<file path="src/rtl/bioz_sweep_sequencer.sv">
// bioz_sweep_sequencer: programmable BioZ Fsel sweep with AFE reset sequencing and ADC handshake
//   Clk, Reset (sync, active-high)         clock and reset
//   Start, Abort                            run request / immediate stop (Abort wins)
//   Dir, Fsel_Start, Fsel_Stop              sweep direction and code range
//   Dwell_Cycles, Num_Sweeps                per-step hold (0 acts as 1), sweep count (0 = continuous)
//   ADC_Done                                conversion complete pulse
//   Fsel, StepNum                           frequency code and per-step toggle to SigGen
//   Resetn, Clk_En, ADC_En, ADC_Start       AFE/ADC controls
//   Busy, Sweep_Done, Sweep_Count           run status
//   Timeout_Err                             sticky ADC timeout flag
// Optional: define SWEEP_ADC_TIMEOUT_EN to bound the ADC_Done wait to TIMEOUT_CYC cycles.
module bioz_sweep_sequencer #(
    parameter int FSEL_W      = 4,
    parameter int DWELL_W     = 24,
    parameter int NSWP_W      = 8,
    parameter int RST_PULSE   = 20,
    parameter int SETTLE_CYC  = 40,
    parameter int TIMEOUT_CYC = 1024
) (
    input  logic               Clk,
    input  logic               Reset,
    input  logic               Start,
    input  logic               Abort,
    input  logic               Dir,
    input  logic [FSEL_W-1:0]  Fsel_Start,
    input  logic [FSEL_W-1:0]  Fsel_Stop,
    input  logic [DWELL_W-1:0] Dwell_Cycles,
    input  logic [NSWP_W-1:0]  Num_Sweeps,
    input  logic               ADC_Done,
    output logic [FSEL_W-1:0]  Fsel,
    output logic               StepNum,
    output logic               Resetn,
    output logic               Clk_En,
    output logic               ADC_En,
    output logic               ADC_Start,
    output logic               Busy,
    output logic               Sweep_Done,
    output logic [NSWP_W-1:0]  Sweep_Count,
    output logic               Timeout_Err
);
    localparam int LIM   = RST_PULSE > SETTLE_CYC ? (RST_PULSE > TIMEOUT_CYC ? RST_PULSE : TIMEOUT_CYC)
                                                  : (SETTLE_CYC > TIMEOUT_CYC ? SETTLE_CYC : TIMEOUT_CYC);
    localparam int LIM_W = $clog2(LIM + 1);
    localparam int CNT_W = (DWELL_W > LIM_W ? DWELL_W : LIM_W) + 1;
    typedef enum logic [2:0] {IDLE, AFE_RST, SETTLE, DWELL, ACQ, DONE} state_t;
    state_t state, state_n;
    logic [CNT_W-1:0] cnt, cnt_n, dwell_eff;
    logic [FSEL_W-1:0] fsel_n, start_q, start_n, stop_q, stop_n;
    logic [DWELL_W-1:0] dwell_q, dwell_n;
    logic [NSWP_W-1:0] nswp_q, nswp_n, count_n, count_inc;
    logic dir_q, dir_n, step_n, afe_on, afe_on_n, adc_start_n, busy_n, sweep_done_n, terr_n;
    logic go, got, tmo, more, short_dwell;
    assign dwell_eff   = (dwell_q == '0) ? CNT_W'(1) : CNT_W'(dwell_q);
    assign short_dwell = dwell_eff == CNT_W'(1);
    assign count_inc   = &Sweep_Count ? Sweep_Count : Sweep_Count + NSWP_W'(1);
    assign more        = (nswp_q == '0) || (count_inc < nswp_q);
    assign go          = Start && !Abort && (state == IDLE || state == DONE);
`ifdef SWEEP_ADC_TIMEOUT_EN
    assign tmo = (state == ACQ) && !ADC_Done && (cnt == CNT_W'(TIMEOUT_CYC - 1));
`else
    assign tmo = 1'b0;
`endif
    assign got    = ADC_Done || tmo;
    assign Resetn = afe_on;
    assign Clk_En = afe_on;
    assign ADC_En = afe_on;
    // ADC_Start is looked ahead one cycle so it is high during the last dwell cycle itself.
    always_comb begin
        state_n      = state;
        cnt_n        = cnt + CNT_W'(1);
        fsel_n       = Fsel;
        step_n       = StepNum;
        count_n      = Sweep_Count;
        terr_n       = Timeout_Err;
        adc_start_n  = 1'b0;
        sweep_done_n = 1'b0;
        dir_n        = dir_q;
        start_n      = start_q;
        stop_n       = stop_q;
        dwell_n      = dwell_q;
        nswp_n       = nswp_q;
        if (Abort && state != IDLE) begin
            state_n = IDLE;
        end else if (go) begin
            dir_n   = Dir;
            start_n = Fsel_Start;
            stop_n  = Fsel_Stop;
            dwell_n = Dwell_Cycles;
            nswp_n  = Num_Sweeps;
            fsel_n  = Fsel_Start;
            count_n = '0;
            terr_n  = 1'b0;
            cnt_n   = '0;
            state_n = AFE_RST;
        end else begin
            case (state)
                AFE_RST: if (cnt == CNT_W'(RST_PULSE - 1)) begin
                    state_n = SETTLE;
                    cnt_n   = '0;
                end
                SETTLE: if (cnt == CNT_W'(SETTLE_CYC - 1)) begin
                    state_n     = DWELL;
                    cnt_n       = '0;
                    adc_start_n = short_dwell;
                end
                DWELL: if (cnt + CNT_W'(1) == dwell_eff) begin
                    state_n = ACQ;
                    cnt_n   = '0;
                end else begin
                    adc_start_n = cnt + CNT_W'(2) == dwell_eff;
                end
                ACQ: if (got) begin
                    terr_n = Timeout_Err | tmo;
                    cnt_n  = '0;
                    if (Fsel != stop_q) begin
                        fsel_n      = dir_q ? Fsel + FSEL_W'(1) : Fsel - FSEL_W'(1);
                        step_n      = !StepNum;
                        state_n     = DWELL;
                        adc_start_n = short_dwell;
                    end else begin
                        count_n = count_inc;
                        if (more) begin
                            fsel_n      = start_q;
                            step_n      = !StepNum;
                            state_n     = DWELL;
                            adc_start_n = short_dwell;
                        end else begin
                            sweep_done_n = 1'b1;
                            state_n      = DONE;
                        end
                    end
                end
                default: ;
            endcase
        end
        busy_n   = !(state_n == IDLE || state_n == DONE);
        afe_on_n = state_n inside {SETTLE, DWELL, ACQ, DONE};
    end
    always_ff @(posedge Clk) begin
        if (Reset) begin
            state       <= IDLE;
            cnt         <= '0;
            Fsel        <= '0;
            StepNum     <= 1'b0;
            afe_on      <= 1'b0;
            ADC_Start   <= 1'b0;
            Busy        <= 1'b0;
            Sweep_Done  <= 1'b0;
            Sweep_Count <= '0;
            Timeout_Err <= 1'b0;
            dir_q       <= 1'b0;
            start_q     <= '0;
            stop_q      <= '0;
            dwell_q     <= '0;
            nswp_q      <= '0;
        end else begin
            state       <= state_n;
            cnt         <= cnt_n;
            Fsel        <= fsel_n;
            StepNum     <= step_n;
            afe_on      <= afe_on_n;
            ADC_Start   <= adc_start_n;
            Busy        <= busy_n;
            Sweep_Done  <= sweep_done_n;
            Sweep_Count <= count_n;
            Timeout_Err <= terr_n;
            dir_q       <= dir_n;
            start_q     <= start_n;
            stop_q      <= stop_n;
            dwell_q     <= dwell_n;
            nswp_q      <= nswp_n;
        end
    end
endmodule

</file>
<file path="config.mk">
export PLATFORM = sky130hd
export DESIGN_NAME = bioz_sweep_sequencer
export DESIGN_NICKNAME = d
export VERILOG_FILES = /design/src/rtl/bioz_sweep_sequencer.sv
export SDC_FILE = /design/constraint.sdc
export NUM_CORES = 1
export LEC_CHECK = 0
export BUFFER_PORTS_ARGS = -buffer_cell sky130_fd_sc_hd__buf_2
export CAP_MARGIN = 10
export CORE_MARGIN = 3
export CORE_UTILIZATION = 25
export CTS_CLUSTER_SIZE = 10
export DETAILED_ROUTE_END_ITERATION = 10
export PLACE_DENSITY = 0.42
export SYNTH_ARGS = -nofsm -noshare
export SYNTH_HDL_FRONTEND = slang
export SYNTH_SLANG_ARGS = --single-unit
</file>
<file path="constraint.sdc">
create_clock -name Clk -period 6.25 [get_ports Clk]
set_input_delay 0.3125 -clock Clk [delete_from_list [all_inputs] [get_ports Clk]]
set_output_delay 0.3125 -clock Clk [all_outputs]
set_load 0.02 [all_outputs]
</file>
**Yosys cells after proc, flatten, opt, wreduce, memory -nomap -nowiden**

Cells that the tools add are included.

- Add/subtract/negate cells: 5
- $mul: 0
- Divide/modulo/power cells: 0
- Order comparisons: 1
- Equal/unequal tests: 16
- Shifts and indexed selects: 0
- Muxes and demuxes: 37
- Bitwise logic cells: 4
- Reductions and logical operators: 26

Operators by type and width:

| kind | number |
|---|---|
| 2-to-1 mux 25 bit | 6 |
| one-hot mux 25 bit (4 select lines) | 1 |
| == test 25 x 24 -> 1 bit | 2 |
| 2-to-1 mux 8 bit | 5 |
| adder 25 x 1 -> 25 bit (second input constant) | 1 |
| adder 25 x 2 -> 25 bit (second input constant) | 1 |
| == test 25 x 5 -> 1 bit (second input constant) | 1 |
| == test 25 x 6 -> 1 bit (second input constant) | 1 |
| == test 24 x 1 -> 1 bit (second input constant) | 1 |
| logical NOT 24 bit | 1 |
| 2-to-1 mux 24 bit | 1 |
| 2-to-1 mux 3 bit | 8 |
| 2-to-1 mux 4 bit | 6 |
| == test 3 x 2 -> 1 bit (second input constant) | 4 |
| == test 3 bit (second input constant) | 4 |
| one-hot mux 3 bit (4 select lines) | 1 |
| adder 8 x 1 -> 8 bit (second input constant) | 1 |
| logical NOT 8 bit | 1 |
| < comparator 8 bit | 1 |
| 2-to-1 mux 1 bit | 8 |
| AND reduction 4 bit | 2 |
| AND reduction 8 bit | 1 |
| logical NOT 3 bit | 2 |
| nonzero test 2 bit | 3 |
| 16 further kinds | 26 |

- Flip-flop bits (word level): 86
- Bits in latches: 0
- Bits in writable memories: 0
- Memory bits (read-only): 0
- Input bits: 46
- Output and inout bits: 20
- Memories kept: 0

**Depth between registers and ports, before layout**

- Word-level depth: 13
- Depth in mapped cells: 15
- Mapped depth without buffers: 14

**Worst setup path before layout**

No wires, ideal clock.

- Path type: register -> register
- From: reg Sweep_Count[0]
- To: reg Busy
- Setup time: 120 ps
- Data arrival time: 2962 ps
- Slack: 3169 ps
- Stages on the path, launching flop included: 15
- Buffers on the path: 1
- Period minus slack after synthesis: 3081 ps
- Cells stage by stage: dfxtp_1 ha_1 and3_1 clkbuf_1 nand2_1 nand2_1 ha_1 a211oi_1 nand2_1 o31ai_1 a21o_1 nand2_1 a22o_1 or2_2 a211o_1

- Word-level cells in the longest chain between the ends: 13
- Elaborated cells between the ends (all ways): 15
- Those cells by class: add/sub (1); order compare (1); eq/ne (1); mux (7); reduce/logical (5)

Ends and longest elaborated chain:

| what | line | source |
|---|---|---|
| start, declared | 38 | `output logic [NSWP_W-1:0] Sweep_Count,` |
| start signal, assigned | 165 | `Sweep_Count <= count_n;` |
| adder 8 x 1 -> 8 bit or AND reduction 8 bit (tied branches) | 55 | `assign count_inc = &Sweep_Count ? Sweep_Count : Sweep_Count + NSWP_W'(1);` |
| 2-to-1 mux 8 bit * | 55 |  |
| < comparator 8 bit * | 56 | `assign more = (nswp_q == '0) \|\| (count_inc < nswp_q);` |
| logical OR 1 bit * | 56 |  |
| 2-to-1 mux 3 bit * | 122 | `if (more) begin` |
| 2-to-1 mux 3 bit * | 115 | `if (Fsel != stop_q) begin` |
| 2-to-1 mux 3 bit * | 112 | `ACQ: if (got) begin` |
| one-hot mux 3 bit (4 select lines) * | 96 | `case (state)` |
| 2-to-1 mux 3 bit * | 84 | `end else if (go) begin` |
| 2-to-1 mux 3 bit * | 82 | `if (Abort && state != IDLE) begin` |
| == test 3 bit or logical NOT 3 bit (tied branches) | 136 | `busy_n = !(state_n == IDLE \|\| state_n == DONE);` |
| logical OR 1 bit * | 136 |  |
| logical NOT 1 bit * | 136 |  |
| end signal, assigned | 163 | `Busy <= busy_n;` |
| end, declared | 36 | `output logic Busy,` |

Mark *: on every way between the ends. The rest lies on a longest branch, timed or not.
A chain may end at the register's enable or synchronous reset.

**Final worst setup path**

- From: reg cnt[0]
- To: reg cnt[19]

- Word-level cells in the longest chain between the ends: 6
- Elaborated cells between the ends (all ways): 11
- Those cells by class: add/sub (1); eq/ne (3); mux (7)

Ends and longest elaborated chain:

| what | line | source |
|---|---|---|
| start, declared | 47 | `logic [CNT_W-1:0] cnt, cnt_n, dwell_eff;` |
| start signal, assigned | 158 | `cnt <= cnt_n;` |
| adder 25 x 1 -> 25 bit | 70, 106 |  |
| == test 25 x 24 -> 1 bit | 106 | `DWELL: if (cnt + CNT_W'(1) == dwell_eff) begin` |
| 2-to-1 mux 25 bit | 106 |  |
| one-hot mux 25 bit (4 select lines) | 96 |  |
| 2-to-1 mux 25 bit | 84 |  |
| 2-to-1 mux 25 bit * | 82 |  |

Marks and branches as above.

==> impl_metrics.ini <==
[yosys]
yosys_warnings = 0
synth_top_area_cell = dfxtp_1
async_flop_share_pct = 0
yosysSeqAreaShare_pct = 31.7
netlist.area_leader.share_pct = 31.7
syn-num-nets = 749
avgSynthCellArea_um2 = 7.87
synth_cells = 690
yosys_register_bits = 86
syn-cell-area_um2 = 5430
synth.most_common_cell = nand2_1
ys_top_cells_by_count = nand2_1 (121), dfxtp_1 (86), a21oi_1 (54), xnor2_1 (49), nor2_1 (45)
yosysUniqueCellTypes = 73
synthTopCellsByArea = dfxtp_1 (32%), nand2_1 (8.4%), xnor2_1 (7.9%), xor2_1 (5.8%), a21oi_1 (5.0%)
synth_edf_count = 0
synth-main-ff-cell = dfxtp_1

[critical_path]
critPathCapture = cnt[19]
critical_path_arrival_ns = 4.20
cp_slowest_cell = a311o_2
crit_path_max_incr_delay_ns = 0.69
worstRegToRegCells = 9
critical_path.startpoint = cnt[0]
worst_setup_path_end_kind = flip-flop
required_ns = 6.46
timing.rr.end = cnt[19]
crit_chain = ha_1 -> nand3_1 -> or3_1 -> o31ai_4 -> o211ai_1 -> or4_4 -> o311ai_4 -> a311o_2 -> nor2_1
crit_fanout = 24
cp-start-kind = flip-flop
worstSetupPathType = reg2reg
r2r_slack_ns = 2.26
rr_startpoint = cnt[0]

[timing]
slew-limit-headroom_pct = 42.2
fin_worst_skew_ns = 0.00481
fmax_mhz = 251
tightest_slew_ns = 0.867
rsz0062_at_grt = false
period_share_pct = 63.8
slew_viol_final = 0
fin_crit_ns = 3.99
setup_viol = 0
hold_viol_final = 0
finalSetupTns_ns = 0

[floorplan]
rows = 53
initial_core_util_pct = 25.7
dieArea_um2 = 23500
core_um2 = 21200
num_io_pins = 66
dieHeight_um = 153
die_w_um = 153

[pwr]
power_frac_comb_pct = 11.9
p_seq_share_pct = 45.5
p_leak_nw = 2.29
power.density_nw_per_um2 = 209
switching_share_pct = 26.7
intPower_mw = 0.942
peakVddDrop_v = 0.000122
power_switching_mw = 0.343
finalPower_mw = 1.29
power.share.clock_pct = 42.6

[global_routing]
antenna_found_initial = 0
grt_usage_pct = 13.7
grt-ovfl-total = 0
grt_pass1_wl_mm = 26.2
grt_max_degree = 63
grt_pass1_vias = 4627

[placed_design]
io_buffers = 64
dpl.hpwl_mm = 11.9
place.gp.congestion = 0.867
dp_cells = 979

[route]
drt_iter0_drc = 302
num_vias = 4792
postRouteAntennaNets = 0
dr.pass1.iters = 4
drc = 0
vias_per_cell = 4.82
wirelength_mm = 16.0
wl_per_cell_um = 16.0

[cells_and_area]
layout-drive-gt1-share_pct = 15.7
layout.nets = 774
final_cells = 995
antenna_cells = 0
syn_to_final_growth_pct = 13.3

[clock_tree]
cts_setup_buffers = 0
ctsHoldBuffers = 0
insertion_delay_ns = 0.35
cts.path.max_buffers = 2
clk_root_buffer_cell = clkbuf_16
cts.sinks = 86
cts_tree = yes
ctsResizeCount = 0
cts_buffers = 9
clkTransAtPathRegs_ns = 0.06
htreeDepth = 3

[run]
maxCapViolations = 0

[worst_hold_path]
hp-class = in2reg

[status]
status = finished, final reports clean
## power groups by stage
stage	combinational, mW	clock [mW]	sequential [mW]
finish	0.153	0.547	0.586
global route	0.174	0.589	0.588
CTS	0.156	0.568	0.586
detailed placement	0.156	0	0.598
global placement	0.157	0	0.598
floorplan	0.112	0	0.590
## final cells by class
class	instances	area [um2]
Clock inverter	3	25.0
Fill cell	2273	15000
Multi-Input combinational cell	537	3390
Tap cell	275	344
Inverter	15	56.3
Timing Repair Buffer	66	335
Sequential cell	86	1720
Clock buffer	13	280
## cells by family after synthesis
kind of cell | share of synthesized area [%]
xor+xnor | 14.1
buf+inv | 5.97
fa+ha+maj | 3.13
other cells | 0.0691
simple gates | 28.2
compound gates | 15.6
mux | 1.18
flops | 31.7
## per-layer routing
metal	part of all wire [%]	GRT usage (%)	vias to the layer above
met5	0	0	-
li1	-	-	2479
met4	1.4	3.87	0
met2	45	20.7	88
met1	50	19.9	2211
met3	3.8	2.52	14
## worst min-delay path by stage
stage | startpoint | to | slack, ns | cells past startpoint
after floorplan | Abort | state[0] | 0.38 | 1
after global placement | nswp_q[5] | nswp_q[5] | 0.45 | 2
after detailed placement | start_q[1] | start_q[1] | 0.46 | 2
after CTS | Fsel_Stop[0] | stop_q[0] | 0.18 | 3
after global routing | Fsel_Stop[0] | stop_q[0] | 0.19 | 3
final | Fsel_Stop[0] | stop_q[0] | 0.20 | 3
## stage by stage
| stage | worst slack (ns) | hold WS, ns | utilization, % | area [um2] |
|---|---|---|---|---|
| after floorplan | 3.17 | 0.385 | - | 5430 |
| after global placement | 2.35 | 0.447 | 27.6 | 5850 |
| after detailed placement | 2.29 | 0.455 | 27.6 | 5850 |
| after CTS | 2.27 | 0.180 | 29.1 | 6150 |
| after global routing | 1.96 | 0.191 | 29.1 | 6150 |
| final | 2.26 | 0.198 | 29.1 | 6150 |
## critical path: cells and delay by family (launching register included)
family          cells  cell delay, ns
simple gates        4            1.38
fa+ha+maj           1            0.43
compound gates      4            1.40
flops               1            0.63
## placed cells by master (no fill, tap or decap), types with 5 or more instances in the layout
master     count
nand2_1      121
dfxtp_1       86
buf_2         64
a21oi_1       54
xnor2_1       49
nor2_1        45
xor2_1        36
nor4_1        24
nand4_1       19
nor3_1        18
nand3_1       15
inv_1         15
o21ai_0       14
ha_1          12
nor2_2        10
clkbuf_16      9
and3_1         7
a31oi_1        7
a21o_1         6
a211oi_1       6
o211ai_1       6
a22oi_1        6
o31ai_1        5
## flip-flops by register name, summed over array words and instances (netlist names)
signal,flops
Fsel,4
nswp_q,8
dir_q,1
dwell_q,24
ADC_Start,1
cnt,25
start_q,4
stop_q,4
StepNum,1
Sweep_Done,1
Sweep_Count,8
state,3
ADC_En,1
Busy,1
Power figures use the tool's default switching activity.
